==> src/rtl/pipeline_ctrl_pkg.sv <==
// Shared definitions for the pipeline hazard/stall controller.
// Holds the FSM state encoding, register-index and stall-counter widths,
// the packed control-output bundle with its canonical values, and a
// saturating-increment helper for the stall counter.
package pipeline_ctrl_pkg;

    typedef enum logic [0:0] {
        RUN     = 1'b0,
        MD_WAIT = 1'b1
    } state_e;

    localparam int REG_IDX_W   = 4;
    localparam int STALL_CNT_W = 16;
    localparam int MD_CNT_W    = 4;

    localparam logic [REG_IDX_W-1:0]   ZERO_REG      = 4'd0;
    localparam logic [STALL_CNT_W-1:0] STALL_CNT_MAX = 16'hFFFF;

    // One bundle for every pipeline-control output, so each priority
    // branch assigns a single named value.
    typedef struct packed {
        logic pc_write;
        logic if_id_write;
        logic if_id_flush;
        logic id_ex_flush;
        logic id_ex_hold;
        logic ex_mem_bubble;
    } ctrl_t;

    localparam ctrl_t CTRL_DEFAULT  = '{1'b1, 1'b1, 1'b0, 1'b0, 1'b0, 1'b0};
    localparam ctrl_t CTRL_RESET    = '{1'b0, 1'b0, 1'b1, 1'b1, 1'b0, 1'b1};
    localparam ctrl_t CTRL_MD_STALL = '{1'b0, 1'b0, 1'b0, 1'b0, 1'b1, 1'b1};
    localparam ctrl_t CTRL_BRANCH   = '{1'b1, 1'b1, 1'b1, 1'b1, 1'b0, 1'b0};
    localparam ctrl_t CTRL_RAW      = '{1'b0, 1'b0, 1'b0, 1'b1, 1'b0, 1'b0};

    // Increment that sticks at the maximum instead of wrapping.
    function automatic logic [STALL_CNT_W-1:0] sat_inc(input logic [STALL_CNT_W-1:0] value);
        if (value == STALL_CNT_MAX) begin
            return value;
        end else begin
            return value + 16'd1;
        end
    endfunction

endpackage

==> src/rtl/pipeline_ctrl_if.sv <==
// Bundle of hazard-detection inputs and pipeline-control outputs exchanged
// between the datapath (master) and the pipeline controller (slave).
//   master: drives ID/EX/MEM stage info, observes control outputs
//   slave : observes stage info, drives pcWrite..exMemBubble and stallCount
interface pipeline_ctrl_if;
    import pipeline_ctrl_pkg::*;

    logic [REG_IDX_W-1:0]   idRs;
    logic [REG_IDX_W-1:0]   idRt;
    logic                   idUsesRs;
    logic                   idUsesRt;
    logic [REG_IDX_W-1:0]   exRd;
    logic                   exRegWrite;
    logic                   exMemRead;
    logic [REG_IDX_W-1:0]   memRd;
    logic                   memRegWrite;
    logic                   exMultiCycle;
    logic                   branchTaken;

    logic                   pcWrite;
    logic                   ifIdWrite;
    logic                   ifIdFlush;
    logic                   idExFlush;
    logic                   idExHold;
    logic                   exMemBubble;
    logic [STALL_CNT_W-1:0] stallCount;

    modport master (
        output idRs, idRt, idUsesRs, idUsesRt, exRd, exRegWrite, exMemRead,
               memRd, memRegWrite, exMultiCycle, branchTaken,
        input  pcWrite, ifIdWrite, ifIdFlush, idExFlush, idExHold,
               exMemBubble, stallCount
    );

    modport slave (
        input  idRs, idRt, idUsesRs, idUsesRt, exRd, exRegWrite, exMemRead,
               memRd, memRegWrite, exMultiCycle, branchTaken,
        output pcWrite, ifIdWrite, ifIdFlush, idExFlush, idExHold,
               exMemBubble, stallCount
    );

endinterface

==> src/rtl/pipeline_ctrl_raw_match.sv <==
// raw_match: combinational read-after-write comparator for one producing
// stage. Flags a match when the producer writes a non-zero register that
// the ID-stage instruction actually reads.
//   dst, dst_wr        : producer destination index and write enable
//   rs, rt             : ID-stage source indices
//   uses_rs, uses_rt   : ID-stage instruction reads that source
//   match              : hazard against this producer
module raw_match
    import pipeline_ctrl_pkg::*;
(
    input  logic [REG_IDX_W-1:0] dst,
    input  logic                 dst_wr,
    input  logic [REG_IDX_W-1:0] rs,
    input  logic [REG_IDX_W-1:0] rt,
    input  logic                 uses_rs,
    input  logic                 uses_rt,
    output logic                 match
);

    logic rs_hit_s;
    logic rt_hit_s;

    // Register 0 is hard-wired, so writes to it never create a dependency.
    always_comb begin
        rs_hit_s = uses_rs && (rs == dst);
        rt_hit_s = uses_rt && (rt == dst);
        match    = (dst != ZERO_REG) && dst_wr && (rs_hit_s || rt_hit_s);
    end

endmodule

==> src/rtl/pipeline_ctrl.sv <==
// pipeline_ctrl: stall/flush controller for a 5-stage in-order pipeline.
// Handles multi-cycle EX ops (FSM RUN/MD_WAIT with a down-counter), taken
// branches and RAW hazards, and keeps a saturating count of stall cycles.
// Outputs are combinational from state, counter and inputs so they are
// settled before the falling edge on which the pipeline registers capture.
//
// Ports:
//   clock : rising-edge controller clock
//   reset : synchronous, active-low
//   bus   : pipeline_ctrl_if.slave (stage info in, control + stallCount out)
// Parameter:
//   MD_LATENCY : total EX cycles of a multi-cycle op, legal range 2..15
// Build option:
//   FORWARDING_EN : when defined, only load-use hazards stall; otherwise any
//                   EX or MEM destination match stalls.
module pipeline_ctrl
    import pipeline_ctrl_pkg::*;
#(
    parameter int MD_LATENCY = 4
) (
    input  logic           clock,
    input  logic           reset,
    pipeline_ctrl_if.slave bus
);

    // The stall cycle that enters MD_WAIT is already one of the op's cycles,
    // and the final MD_WAIT cycle (cnt==0) releases the pipe, hence -2.
    localparam logic [MD_CNT_W-1:0] MD_CNT_INIT = MD_CNT_W'(MD_LATENCY - 2);

    state_e                 state_r;
    state_e                 state_nxt_s;
    logic [MD_CNT_W-1:0]    cnt_r;
    logic [MD_CNT_W-1:0]    cnt_nxt_s;
    logic [STALL_CNT_W-1:0] stall_cnt_r;
    logic                   ex_match_s;
    logic                   mem_match_s;
    logic                   raw_stall_s;
    ctrl_t                  ctrl_s;

    raw_match u_ex_match (
        .dst     (bus.exRd),
        .dst_wr  (bus.exRegWrite),
        .rs      (bus.idRs),
        .rt      (bus.idRt),
        .uses_rs (bus.idUsesRs),
        .uses_rt (bus.idUsesRt),
        .match   (ex_match_s)
    );

    raw_match u_mem_match (
        .dst     (bus.memRd),
        .dst_wr  (bus.memRegWrite),
        .rs      (bus.idRs),
        .rt      (bus.idRt),
        .uses_rs (bus.idUsesRs),
        .uses_rt (bus.idUsesRt),
        .match   (mem_match_s)
    );

`ifdef FORWARDING_EN
    // With bypass paths only a load in EX cannot be forwarded in time.
    assign raw_stall_s = bus.exMemRead & ex_match_s;
`else
    // Without bypass paths any in-flight producer must drain first.
    assign raw_stall_s = ex_match_s | mem_match_s;
`endif

    // State and counter register with synchronous active-low reset.
    always_ff @(posedge clock) begin
        if (!reset) begin
            state_r <= RUN;
            cnt_r   <= 4'd0;
        end else begin
            state_r <= state_nxt_s;
            cnt_r   <= cnt_nxt_s;
        end
    end

    // Next-state logic; only exMultiCycle matters in RUN, nothing in MD_WAIT.
    always_comb begin
        state_nxt_s = state_r;
        cnt_nxt_s   = cnt_r;
        case (state_r)
            RUN: begin
                if (bus.exMultiCycle) begin
                    state_nxt_s = MD_WAIT;
                    cnt_nxt_s   = MD_CNT_INIT;
                end else begin
                    state_nxt_s = RUN;
                    cnt_nxt_s   = cnt_r;
                end
            end
            MD_WAIT: begin
                if (cnt_r != 4'd0) begin
                    state_nxt_s = MD_WAIT;
                    cnt_nxt_s   = cnt_r - 4'd1;
                end else begin
                    state_nxt_s = RUN;
                    cnt_nxt_s   = 4'd0;
                end
            end
            default: begin
                state_nxt_s = RUN;
                cnt_nxt_s   = 4'd0;
            end
        endcase
    end

    // Output logic in strict priority: reset, MD_WAIT, multi-cycle start,
    // branch (overrides RAW), RAW stall, default.
    always_comb begin
        ctrl_s = CTRL_DEFAULT;
        if (!reset) begin
            ctrl_s = CTRL_RESET;
        end else if (state_r == MD_WAIT) begin
            if (cnt_r != 4'd0) begin
                ctrl_s = CTRL_MD_STALL;
            end else begin
                ctrl_s = CTRL_DEFAULT;
            end
        end else if (bus.exMultiCycle) begin
            ctrl_s = CTRL_MD_STALL;
        end else if (bus.branchTaken) begin
            ctrl_s = CTRL_BRANCH;
        end else if (raw_stall_s) begin
            ctrl_s = CTRL_RAW;
        end else begin
            ctrl_s = CTRL_DEFAULT;
        end
    end

    // Stall-cycle counter: counts every non-reset cycle with the PC frozen.
    always_ff @(posedge clock) begin
        if (!reset) begin
            stall_cnt_r <= 16'd0;
        end else if (!ctrl_s.pc_write) begin
            stall_cnt_r <= sat_inc(stall_cnt_r);
        end else begin
            stall_cnt_r <= stall_cnt_r;
        end
    end

    assign bus.pcWrite     = ctrl_s.pc_write;
    assign bus.ifIdWrite   = ctrl_s.if_id_write;
    assign bus.ifIdFlush   = ctrl_s.if_id_flush;
    assign bus.idExFlush   = ctrl_s.id_ex_flush;
    assign bus.idExHold    = ctrl_s.id_ex_hold;
    assign bus.exMemBubble = ctrl_s.ex_mem_bubble;
    assign bus.stallCount  = stall_cnt_r;

endmodule

==> src/flat_wrapper.sv <==
// flat-port wrapper written by rule: the top's interface ports become plain ports
module pipeline_ctrl_flat import pipeline_ctrl_pkg::*;
#(
    parameter int MD_LATENCY = 4
)
  (clock, reset, bus_idRs, bus_idRt, bus_idUsesRs, bus_idUsesRt, bus_exRd, bus_exRegWrite, bus_exMemRead, bus_memRd, bus_memRegWrite, bus_exMultiCycle, bus_branchTaken, bus_pcWrite, bus_ifIdWrite, bus_ifIdFlush, bus_idExFlush, bus_idExHold, bus_exMemBubble, bus_stallCount);
  pipeline_ctrl_if bus_i ();
  input  logic clock;
  input  logic reset;
  input wire logic [$bits(bus_i.idRs)-1:0] bus_idRs;
  input wire logic [$bits(bus_i.idRt)-1:0] bus_idRt;
  input wire logic [$bits(bus_i.idUsesRs)-1:0] bus_idUsesRs;
  input wire logic [$bits(bus_i.idUsesRt)-1:0] bus_idUsesRt;
  input wire logic [$bits(bus_i.exRd)-1:0] bus_exRd;
  input wire logic [$bits(bus_i.exRegWrite)-1:0] bus_exRegWrite;
  input wire logic [$bits(bus_i.exMemRead)-1:0] bus_exMemRead;
  input wire logic [$bits(bus_i.memRd)-1:0] bus_memRd;
  input wire logic [$bits(bus_i.memRegWrite)-1:0] bus_memRegWrite;
  input wire logic [$bits(bus_i.exMultiCycle)-1:0] bus_exMultiCycle;
  input wire logic [$bits(bus_i.branchTaken)-1:0] bus_branchTaken;
  output wire logic [$bits(bus_i.pcWrite)-1:0] bus_pcWrite;
  output wire logic [$bits(bus_i.ifIdWrite)-1:0] bus_ifIdWrite;
  output wire logic [$bits(bus_i.ifIdFlush)-1:0] bus_ifIdFlush;
  output wire logic [$bits(bus_i.idExFlush)-1:0] bus_idExFlush;
  output wire logic [$bits(bus_i.idExHold)-1:0] bus_idExHold;
  output wire logic [$bits(bus_i.exMemBubble)-1:0] bus_exMemBubble;
  output wire logic [$bits(bus_i.stallCount)-1:0] bus_stallCount;
  assign bus_i.idRs = bus_idRs;
  assign bus_i.idRt = bus_idRt;
  assign bus_i.idUsesRs = bus_idUsesRs;
  assign bus_i.idUsesRt = bus_idUsesRt;
  assign bus_i.exRd = bus_exRd;
  assign bus_i.exRegWrite = bus_exRegWrite;
  assign bus_i.exMemRead = bus_exMemRead;
  assign bus_i.memRd = bus_memRd;
  assign bus_i.memRegWrite = bus_memRegWrite;
  assign bus_i.exMultiCycle = bus_exMultiCycle;
  assign bus_i.branchTaken = bus_branchTaken;
  assign bus_pcWrite = bus_i.pcWrite;
  assign bus_ifIdWrite = bus_i.ifIdWrite;
  assign bus_ifIdFlush = bus_i.ifIdFlush;
  assign bus_idExFlush = bus_i.idExFlush;
  assign bus_idExHold = bus_i.idExHold;
  assign bus_exMemBubble = bus_i.exMemBubble;
  assign bus_stallCount = bus_i.stallCount;
  pipeline_ctrl #(.MD_LATENCY(MD_LATENCY)) u_core (.clock(clock), .reset(reset), .bus(bus_i));
endmodule
==> config.mk <==
export PLATFORM = sky130hd
export DESIGN_NAME = pipeline_ctrl_flat
export DESIGN_NICKNAME = d
export VERILOG_FILES = /design/src/rtl/pipeline_ctrl_pkg.sv /design/src/rtl/pipeline_ctrl_if.sv /design/src/rtl/pipeline_ctrl_raw_match.sv /design/src/rtl/pipeline_ctrl.sv /design/src/flat_wrapper.sv
export SDC_FILE = /design/constraint.sdc
export NUM_CORES = 1
export LEC_CHECK = 0
export ABC_AREA = 1
export BUFFER_PORTS_ARGS = -buffer_cell sky130_fd_sc_hd__buf_2
export CORE_MARGIN = 3
export CORE_UTILIZATION = 51
export CTS_CLUSTER_SIZE = 24
export DETAILED_ROUTE_END_ITERATION = 16
export GPL_TIMING_DRIVEN = 0
export PLACE_DENSITY = 0.8
export RECOVER_POWER = 100
export SYNTH_ARGS = -nofsm -noshare
export SYNTH_HDL_FRONTEND = slang
export SYNTH_SLANG_ARGS = --single-unit
==> constraint.sdc <==
create_clock -name clock -period 2.2 [get_ports clock]
set_input_delay 0.44 -clock clock [delete_from_list [all_inputs] [get_ports clock]]
set_output_delay 0.44 -clock clock [all_outputs]
set_load 0.02 [all_outputs]
# Word level (Yosys, flattened, before mapping)
# Index checks and enable logic that the tools add are counted.
# word_totals
ff_bits,21
wordCells,41
# classes
add_sub_neg,2
eq_ne,6
n_mux,12
bitwise_logic,4
n_reduce_logical,14
# ops
cell,count
$mux W6,6
$add A16 B1 Y16 const B,1
$eq A16 B16 Y1 const B,1
$eq A4 B4 Y1,4
$reduce_bool A4 Y1,3
$logic_and A1 B1 Y1,8
$mux W4,2
$pmux W4 S2,1
$sub A4 B1 Y4 const B,1
$not A1 Y1,3
$logic_or A1 B1 Y1,2
$mux W1,2
$ne A2 B2 Y1 const B,1
$pmux W1 S2,1
$reduce_and A2 Y1,1
$or A1 B1 Y1,1

# Longest topological paths before layout
# logic_depth
word_depth,12
depth_mapped,14
depth_no_buf,13

# By module
# Synthesis repeated with hierarchy kept, for this count alone.
# unflattened
hier_cells,278
area_unflattened_um2,1599.0
# by_module_without_submodules
module,instances,cells_each,area_per_inst_um2,seq_area_each_um2
pipeline_ctrl,1,204,1268.7,420.4
raw_match,2,37,165.2,0.0

# Worst setup path after synthesis
# OpenSTA, ideal clock, no wires.
# synth_path
path_type,input-to-output
from,in reset
to,out bus_pcWrite
t_arrival_ns,1.577
slack_ns,0.183
cell_stages,7
path_cell_list,clkbuf_1 inv_1 nor2_2 nand2_2 buf_2 inv_1 buf_4
# synth_between
elab_chain_cells,1
# synth_rtl
element,line_no,text
from (decl),flat_wrapper.sv:9,input logic reset;
$mux W6,pipeline_ctrl.sv:113,if (!reset) begin
to (decl),flat_wrapper.sv:21,output wire logic [$bits(bus_i.pcWrite)-1:0] bus_pcWrite;
# No other way between the ends.

# Worst setup path after layout
# layout_path
from,reg u_core.cnt_r[0]
to,out bus_pcWrite
# layout_between
elab_chain_cells,4
# layout_rtl
element,line_no,text
from (decl),pipeline_ctrl.sv:32,logic [MD_CNT_W-1:0] cnt_r;
from (signal assigned),pipeline_ctrl.sv:75,cnt_r <= cnt_nxt_s;
$reduce_bool A4 Y1,pipeline_ctrl.sv:116,if (cnt_r != 4'd0) begin
$mux W6,pipeline_ctrl.sv:116,
$mux W6,pipeline_ctrl.sv:115,end else if (state_r == MD_WAIT) begin
$mux W6,pipeline_ctrl.sv:113,
# No other way between the ends.

==> qor.log <==
qor: floorplan.core_outline_area 0.00278 mm^2
qor: drt.drt.antenna.violating_nets 0
qor: drt.route.met3.wl 285 um
qor: critical_path.worst-setup-path-type flip-flop to primary output
qor: global_routing.overall_routing_resource_usage 20.7%
qor: floorplan.row_count 19
qor: final_layout.antenna_cells 0
qor: timing.timing.clock.skew 7.72 ps
qor: final_layout.num-fill-cells 265
qor: clock_tree.clock_sinks 21
qor: placed_design.dp_hpwl 2800 um
qor: synth.synth.yosys.warnings 0
qor: floorplan.die_height 60.2 um
qor: drt.post_drt_wl_per_cell 11.1 um
qor: timing.final_setup_violations 0
qor: min_path.min-delay-path-class input pin to flip-flop
qor: clock_tree.cts-htree-levels 1
qor: critical_path.rr_startpoint u_core.bus.stallCount[0]
qor: timing.least_margin_pin_slew 513 ps
qor: min_path.min-delay-start bus_exMultiCycle
qor: final_layout.post_synthesis_to_final_layout_area_growth 20.7%
qor: flow_run.drv.max_cap_violation_count 0
qor: min_path.hold_depth 3
qor: synth.yosys-top-cells-area dfxtp_1 (28%), nand2_1 (16%), nand3_1 (10%), a21oi_1 (7.7%), nor2_1 (7.0%)
qor: critical_path.critical_path.reg2reg.endpoint u_core.bus.stallCount[8]
qor: timing.timing.final.hold_violations 0
qor: drt.wl 3580 um
qor: clock_tree.number_of_buffers_added_by_the_clock_tree_synthesis_step 3
qor: global_routing.via_count_of_the_first_global_routing_pass 1,406
qor: final_layout.post_layout_nonfiller_instances 321
qor: floorplan.floorplan.die.width 60.2 um
qor: timing.timing.max_slew.rel_slack 65.8%
qor: clock_tree.cts_hold_buffers 0
qor: synth.postSynthAreaPerCell 6.25 um^2
qor: synth.sequential_cell_area_fraction_in_the_yosys_report 28.0%
qor: drt.routed-via-count 1,648
qor: critical_path.rr_worst_depth 8
qor: floorplan.initial_utilization 53.9%
qor: critical_path.crit_path_start_kind flip-flop
qor: drt.met2_length 1600 um
qor: floorplan.io-pin-count 47
qor: power_and_ir_drop.post_layout_total_power 0.794 mW
qor: power_and_ir_drop.p_leak 0.917 nW
qor: clock_tree.clk_latency 300 ps
qor: critical_path.critical_path.endpoint_type primary output
qor: power_and_ir_drop.vdd_drop_max 318 uV
qor: timing.time_the_worst_path_needs_with_i_o_delays_and_setup 2120 ps
qor: timing.final_max_slew_viol_count 0
qor: clock_tree.cts_tree built
qor: global_routing.antenna_found_initial 0
qor: clock_tree.clkTransAtPathRegs 120 ps
qor: drt.routed_via_density 5.13
qor: power_and_ir_drop.power-per-cell-area 439 mW/mm^2
qor: placed_design.buffer_ports.inserted 44
qor: final_layout.drive_gt1_share 22.8%
qor: synth.flip_flop_and_latch_count_after_synthesis 21
qor: critical_path.critical_path_arrival 1680 ps
qor: synth.synth_area_leader_cell dfxtp_1
qor: clock_tree.clockBufferDepth 2
qor: timing.unrepaired_setup_endpoints_after_global_routing false
qor: drt.initialDrtViolationCount 77
qor: critical_path.reg2reg_setup_slack 260 ps
qor: critical_path.required 1760 ps
qor: synth.mappedNetlistArea 0.00150 mm^2
qor: global_routing.grt.overflow.total 0
qor: drt.top_layer_used met4
qor: synth.postSynthCellCount 240
qor: placed_design.gp_weighted_congestion 0.824
qor: synth.postSynthNetCount 266
qor: placed_design.place.detailed.instances 315
qor: floorplan.die_area 0.00363 mm^2
qor: synth.synth_top_cell_area_share 28.0%
qor: clock_tree.ctsRootBufferMaster clkbuf_4
qor: synth.synth_cell_types 28
qor: critical_path.crit_fanout 4
qor: timing.finalCritPeriodShare 96.6%
qor: run_status.result_of_the_run finished clean
qor: min_path.worst_hold_path.endpoint u_core.cnt_r[1]
qor: global_routing.grt_pass1_wl 5880 um
qor: final_layout.layout.cells.most_common_list nand2_1 (64), buf_2 (41), nand3_1 (31), nor2_1 (29), inv_1 (25)
qor: final_layout.layout_commonest_cell nand2_1
qor: final_layout.layout.nets 317
qor: drt.route.detailed.drc 0
qor: global_routing.grt_max_degree 13
qor: drt.dr.pass1.iters 4
qor: timing.max_freq 0.471 GHz
qor: drt.wl_met1 1650 um
==> cell usage after synthesis <==
master    number
a21boi_0       2
a21oi_1       23
and3_1         1
buf_2          2
buf_4          2
buf_6          1
clkbuf_1       2
dfxtp_1       21
ha_1           1
inv_1         25
inv_2          3
nand2_1       64
nand2_2        2
nand3_1       31
nand4_1        3
nand4_2        1
nand4_4        1
nor2_1        28
nor2_2         2
nor2_4         1
nor3_1         3
nor4_1         1
o211ai_1       1
o21ai_0        4
o31ai_1        1
o31ai_4        1
xnor2_1        8
xor2_1         5
==> worst max-delay path, stage by stage, from the launching register on <==
cell     delay [ps]
dfxtp_2         360
nor2_4          110
inv_2            60
o31ai_4         290
nand2_2         100
nor2_4          120
nand2_4          60
inv_1            70
buf_4           100
buf_4           120
==> cells by family after synthesis <==
group,Yosys count,synth area share (%)
flops,21,28.0
fa+ha+maj,1,0.835
compound gates,32,12.4
buf+inv,35,9.93
simple gates,138,41.2
xor+xnor,13,7.60
==> power breakdown <==
| part | switching [mW] | internal, mW |
|---|---|---|
| combinational | 0.119 | 0.0787 |
| clock | 0.121 | 0.0706 |
| sequential | 0.0138 | 0.392 |
==> layer usage <==
metal	global-route usage [%]	vias to the layer above
met5	0	-
met1	28.2	714
met2	33.6	56
met4	5.38	0
li1	-	874
met3	3.46	4
==> state kept, by name, summed over array words and instances (netlist names) <==
name                   flops
u_core.state_r             1
u_core.cnt_r               4
u_core.bus.stallCount     16
==> through the flow <==
step	setup TNS, ps	util (%)	worst slack, ps	hold slack (ps)	instance area, um^2
floorplan	0	-	183	469	1500
global placement	-122	63.2	-101	477	1760
detailed placement	-89.2	63.2	-86.9	485	1760
CTS	0	64.7	28.1	431	1800
global route	0	65.0	4.82	444	1810
finish	0	65.0	75.7	432	1810
==> worst max-delay path by stage <==
stage | end | start | slack [ps] | cells after the start
2_1_floorplan | bus_pcWrite | reset | 180 | 7
3_3_place_gp | bus_pcWrite | reset | -100 | 8
3_5_place_dp | bus_pcWrite | bus_exRd[0] | -90 | 14
4_1_cts | bus_pcWrite | u_core.cnt_r[0] | 30 | 9
5_1_grt | bus_pcWrite | u_core.cnt_r[0] | 5 | 9
6_report | bus_pcWrite | u_core.cnt_r[0] | 80 | 9
==> cell type report <==
class	count	area [um^2]	area share [%]
clock buffers	4	26.3	1.45
multi-input cells	184	931	51.5
well taps	31	38.8	2.14
inverters	28	105	5.81
plain buffers	6	40.0	2.21
flip-flops and latches	21	424	23.4
repair buffers	47	244	13.5
==> what timing repair did <==
item,CTS,global route
buffers inserted,2,1
resized for setup,1,9
setup endpoints to repair,2,3
pin swaps,2,3
Power figures use the tool's default switching activity.
